--- src/rtl/cpu_pkg.sv ---
// Shared CPU definitions: ALU op encodings, opcodes, helpers.
// Imported by the serial datapath and the control FSM.
package cpu_pkg;

    localparam logic [1:0] ALU_ADD = 2'b00;
    localparam logic [1:0] ALU_XOR = 2'b01;
    localparam logic [1:0] ALU_AND = 2'b10;
    localparam logic [1:0] ALU_OR  = 2'b11;

    // opcode[3]=1 selects R-type, 0 selects I-type (immediate)
    localparam logic [3:0] OP_ADD  = 4'b1000;
    localparam logic [3:0] OP_SUB  = 4'b1001;
    localparam logic [3:0] OP_XOR  = 4'b1010;
    localparam logic [3:0] OP_AND  = 4'b1011;
    localparam logic [3:0] OP_OR   = 4'b1100;
    localparam logic [3:0] OP_ADDI = 4'b0000;
    localparam logic [3:0] OP_SUBI = 4'b0001;
    localparam logic [3:0] OP_XORI = 4'b0010;
    localparam logic [3:0] OP_ANDI = 4'b0011;
    localparam logic [3:0] OP_ORI  = 4'b0100;

    function automatic logic is_sub(input logic [3:0] op);
        return op[2:0] == 3'b001;
    endfunction

endpackage

--- src/rtl/serial_alu_bit.sv ---
// One-bit ALU slice for the bit-serial datapath.
// Subtraction inverts b; the caller seeds the carry with 1.
module serial_alu_bit
    import cpu_pkg::*;
(
    input  logic       a,
    input  logic       b,
    input  logic       cin,
    input  logic [1:0] op,
    input  logic       sub,
    output logic       s,
    output logic       cout
);

    logic w_b;

    assign w_b = b ^ (sub & (op == ALU_ADD));

    // select the bit result; non-arithmetic ops pass the carry through
    always_comb begin
        s    = 1'b0;
        cout = cin;
        unique case (op)
            ALU_ADD: begin
                s    = a ^ w_b ^ cin;
                cout = (a & w_b) | (a & cin) | (w_b & cin);
            end
            ALU_XOR: s = a ^ b;
            ALU_AND: s = a & b;
            ALU_OR:  s = a | b;
        endcase
    end

endmodule

--- src/rtl/serial_datapath.sv ---
// Bit-serial operand/result datapath driven by the control FSM strobes.
// Operands shift out LSB-first through a 1-bit ALU into an accumulator.
module serial_datapath
    import cpu_pkg::*;
#(
    parameter int WIDTH = 8
) (
    input  logic             clk,
    input  logic             rstn,
    input  logic [3:0]       opcode,
    input  logic [WIDTH-1:0] a_data,
    input  logic [WIDTH-1:0] b_data,
    input  logic [WIDTH-1:0] imm_data,
    input  logic             load_a,
    input  logic             load_b,
    input  logic             shift_a,
    input  logic             shift_b,
    input  logic [1:0]       alu_op,
    input  logic             carry_en,
    input  logic             load_out,
    input  logic             shift_out,
    output logic [WIDTH-1:0] result,
    output logic             serial_out,
    output logic             carry_flag,
    output logic             zero_flag
);

    logic [WIDTH-1:0] r_a;
    logic [WIDTH-1:0] r_b;
    logic [WIDTH-1:0] r_r;
    logic [WIDTH-1:0] r_o;
    logic [WIDTH-1:0] r_result;
    logic             r_carry;
    logic             r_zacc;
    logic             r_carry_flag;
    logic             r_zero_flag;

    logic w_sub;
    logic w_s;
    logic w_cout;

    assign w_sub = is_sub(opcode);

    serial_alu_bit u_alu (
        .a    (r_a[0]),
        .b    (r_b[0]),
        .cin  (r_carry),
        .op   (alu_op),
        .sub  (w_sub),
        .s    (w_s),
        .cout (w_cout)
    );

    // operand A: parallel load wins over the serial shift
    always_ff @(posedge clk or negedge rstn) begin
        if (!rstn)
            r_a <= '0;
        else if (load_a)
            r_a <= a_data;
        else if (shift_a)
            r_a <= {1'b0, r_a[WIDTH-1:1]};
    end

    // operand B: immediate on I-type load_a, else b_data, else shift
    always_ff @(posedge clk or negedge rstn) begin
        if (!rstn)
            r_b <= '0;
        else if (load_a && !opcode[3])
            r_b <= imm_data;
        else if (load_b)
            r_b <= b_data;
        else if (shift_b)
            r_b <= {1'b0, r_b[WIDTH-1:1]};
    end

    // accumulator, carry and running zero: cleared on load, stepped on shift_a
    always_ff @(posedge clk or negedge rstn) begin
        if (!rstn) begin
            r_r     <= '0;
            r_carry <= 1'b0;
            r_zacc  <= 1'b0;
        end else if (load_a) begin
            r_r     <= '0;
            r_carry <= w_sub;
            r_zacc  <= 1'b1;
        end else if (shift_a) begin
            r_r    <= {w_s, r_r[WIDTH-1:1]};
            r_zacc <= r_zacc & ~w_s;
            if (carry_en)
                r_carry <= w_cout;
        end
    end

    // output stage: snapshot result and flags, then shift out serially
    always_ff @(posedge clk or negedge rstn) begin
        if (!rstn) begin
            r_o          <= '0;
            r_result     <= '0;
            r_carry_flag <= 1'b0;
            r_zero_flag  <= 1'b0;
        end else if (load_out) begin
            r_o          <= r_r;
            r_result     <= r_r;
            r_carry_flag <= r_carry;
            r_zero_flag  <= r_zacc;
        end else if (shift_out) begin
            r_o <= {1'b0, r_o[WIDTH-1:1]};
        end
    end

    assign result     = r_result;
    assign serial_out = r_o[0];
    assign carry_flag = r_carry_flag;
    assign zero_flag  = r_zero_flag;

endmodule

--- config.mk ---
export PLATFORM = sky130hd
export DESIGN_NAME = serial_datapath
export DESIGN_NICKNAME = d
export VERILOG_FILES = /design/src/rtl/cpu_pkg.sv /design/src/rtl/serial_alu_bit.sv /design/src/rtl/serial_datapath.sv
export SDC_FILE = /design/constraint.sdc
export NUM_CORES = 1
export LEC_CHECK = 0
export CORE_MARGIN = 4
export CORE_UTILIZATION = 50
export CTS_CLUSTER_SIZE = 24
export DETAILED_ROUTE_END_ITERATION = 8
export DONT_BUFFER_PORTS = 1
export PLACE_DENSITY = 0.72
export SLEW_MARGIN = 20
export SYNTH_ARGS = -nofsm -noshare
export SYNTH_HDL_FRONTEND = slang
export SYNTH_SLANG_ARGS = --single-unit
--- constraint.sdc ---
create_clock -name clk -period 1.99 [get_ports clk]
set_input_delay 0.2985 -clock clk [delete_from_list [all_inputs] [get_ports clk]]
set_output_delay 0.2985 -clock clk [all_outputs]
set_load 0.02 [all_outputs]
==> flow_metrics.py <==
metrics = {
    "finish": {
        "finish.instance_area_um2": 2180,
        "num-fill-cells": 346,
        "antenna_cells": 0,
        "layout_common_cells": "dfrtp_1, o21ai_0, mux2i_1",
        "final_common_cell": "dfrtp_1",
        "final_nets": 228,
        "multi_input_area_um2": 846,
        "drive_gt1_frac": 0.113,
        "seq_area_um2": 1100,
        "area_growth_pct": 6.08,
    },
    "synthesis": {
        "synth_area_leader_cell": "dfrtp_1",
        "synthesis.nets": 231,
        "synth_cells": 189,
        "ys_ff_latch": 44,
        "netlist_area_um2": 2060,
        "synth.avg_cell_area_um2": 10.9,
        "yosysTopAreaCellShare": 0.535,
        "synth_warnings": 0,
        "synth.area.top_cells": "dfrtp_1, mux2i_1, o21ai_0",
        "ys_types": 27,
        "synth_seq_area_share": 0.535,
    },
    "place": {
        "dpl.hpwl_um": 2690,
        "placed_area_um2": 2060,
        "place.gp.congestion": 0.752,
        "io_buffers": 0,
    },
    "pwr": {
        "leakage_nw": 1.02,
        "irDropWorstVdd_v": 0.000411,
        "power.density_nw_per_um2": 804,
    },
    "grt": {
        "antenna_found_initial": 0,
        "gr-total-overflow": 0,
        "grt_pass1_vias": 1317,
        "grt_usage": 0.153,
        "grt_pass1_wl_um": 6210,
        "grt_max_degree": 45,
    },
    "worst_setup_path": {
        "worst_ep_arrival_time_ns": 2.08,
        "critPathMaxFanout": 4,
        "crit_type": "flip-flop to flip-flop",
        "slowest_stage": "fa_1",
        "cp-end-kind": "flip-flop",
        "cp_data_required_time_ns": 2.17,
        "cp_cell_sequence": "xnor2_1 > fa_1 > inv_1 > mux4_2 > a31o_1",
        "slowest_delay_ns": 0.49,
        "startpoint_type": "flip-flop",
    },
    "drt": {
        "drc_errors": 0,
        "num_vias": 1320,
        "final_antenna_net_count": 0,
        "drtPass1Iterations": 4,
        "avgRoutedWirePerCell_um": 15.6,
        "drtIter0Drc": 93,
        "wl_um": 3690,
        "vias_per_cell": 5.59,
    },
    "clock_network": {
        "cts_tree": "built",
        "max-clock-path-buffers": 2,
        "clkTransAtPathRegs_ns": 0.08,
        "htree_levels": 2,
        "clock_latency_ns": 0.29,
        "root_buffer": "clkbuf_8",
        "cts_sinks": 44,
        "numCtsBuffers": 5,
    },
    "run": {
        "maxCapViolations": 0,
    },
    "status": {
        "outcome": "finished clean",
    },
    "sta": {
        "worstMarginPinSlew_ns": 0.779,
        "final_max_slew_viol_count": 0,
        "setup_viol": 0,
        "fin_crit_ns": 1.91,
        "rsz0062_at_grt": "no",
        "hold_viol": 0,
        "fin_crit_sh": 0.958,
        "finalClockSkew_ns": 0.00468,
        "relSlewSlack": 0.480,
        "max_freq_mhz": 525,
        "holdWs_ns": 0.0681,
    },
    "floorplanning": {
        "rows": 23,
        "initial_utilization": 0.515,
        "die-area_um2": 5210,
        "die_height_um": 72.2,
        "core_area_um2": 4000,
        "io_pins": 50,
        "die_w_um": 72.2,
    },
    "hold_path": {
        "worstHoldPathType": "input port to flip-flop",
    },
}
cell usage after synthesis:
cell type,count
nor4_1,1
dfrtp_1,44
mux4_2,1
buf_6,2
nand2b_1,1
o21ai_1,1
nor2_1,11
inv_1,13
buf_2,5
o311ai_0,1
ha_1,2
and4bb_2,1
xnor2_1,1
o21ai_0,29
nand2_1,25
a22oi_1,1
mux2i_1,28
fa_1,1
buf_4,1
nor2b_1,1
or3_1,1
a31oi_1,1
a31o_1,1
a22o_1,1
mux2_2,10
clkbuf_1,4
nor3b_1,1
report_power, final:
| group | total [mW] | switching (mW) | internal [mW] |
|---|---|---|---|
| combinational | 0.166 | 0.0727 | 0.0934 |
| sequential | 1.00 | 0.0521 | 0.952 |
| clock | 0.587 | 0.278 | 0.309 |
| total | 1.76 | 0.402 | 1.35 |
registers in the layout (all words and copies together), names as in the netlist:
name	count
carry_flag	1
r_a	8
r_b	8
r_carry	1
r_o	8
r_r	8
r_zacc	1
result	8
zero_flag	1
routing by layer:
layer	vias to the layer above	track usage	share of wire
met3	8	0.0526	0.055
met2	33	0.255	0.51
li1	631	-	-
met1	648	0.185	0.41
met4	0	0.0501	0.018
met5	-	0	0
metrics by stage:
step	cells	TNS, ns	power, mW	util	setup WS, ns
after global routing	236	0	1.85	0.546	0.0392
after detailed placement	227	-0.0744	1.17	0.515	-0.0744
after global placement	227	-0.0239	1.15	0.515	-0.0239
after CTS	236	0	1.78	0.546	0.0864
final	236	0	1.76	0.546	0.0839
after floorplan	189	0	1.17	-	0.00261
critical path, delay by kind of cell (launching register included):
kind | cells | cell delay [ns]
AO/OA/AOI/OAI | 1 | 0.23
XOR/XNOR | 1 | 0.16
adder cells (fa/ha/maj) | 1 | 0.49
buffers and inverters | 1 | 0.04
flip-flops | 1 | 0.43
multiplexers | 1 | 0.46
path summary, 6_finish.rpt:
kind	startpoint	endpoint	slack [ns]	cells after the start
hold / removal	load_a	r_r[3]	0.07	1
min in group asynchronous	rstn	r_o[0]	0.46	2
hold reg to reg	r_o[7]	r_o[7]	0.51	1
max in group asynchronous	rstn	r_b[0]	1.31	2
setup reg to reg	r_b[0]	r_r[7]	0.08	5
setup / recovery	r_b[0]	r_r[7]	0.08	5
cell type report:
class | instances | share of cell area
sequential | 44 | 0.504
clock buffer | 7 | 0.0441
multi-input combinational | 120 | 0.387
timing repair buffer | 2 | 0.0137
tap | 50 | 0.0286
inverter | 13 | 0.0223
repair_timing:
action / CTS / global route
gates resized for setup: 0 / 0
buffers inserted: 0 / 0
hold buffers: 2 / 0
endpoints found under the setup margin: 0 / 0
hold endpoints to repair: 44 / 0
kinds of logic after synthesis:
| logic type | count (synthesis) | share of synthesized area |
|---|---|---|
| XOR/XNOR | 1 | 0.00425 |
| flip-flops | 44 | 0.535 |
| adder cells (fa/ha/maj) | 3 | 0.0219 |
| multiplexers | 39 | 0.202 |
| AND/OR/NAND/NOR | 42 | 0.0875 |
| AO/OA/AOI/OAI | 35 | 0.0923 |
| buffers and inverters | 25 | 0.0577 |
Power figures use the tool's default switching activity.
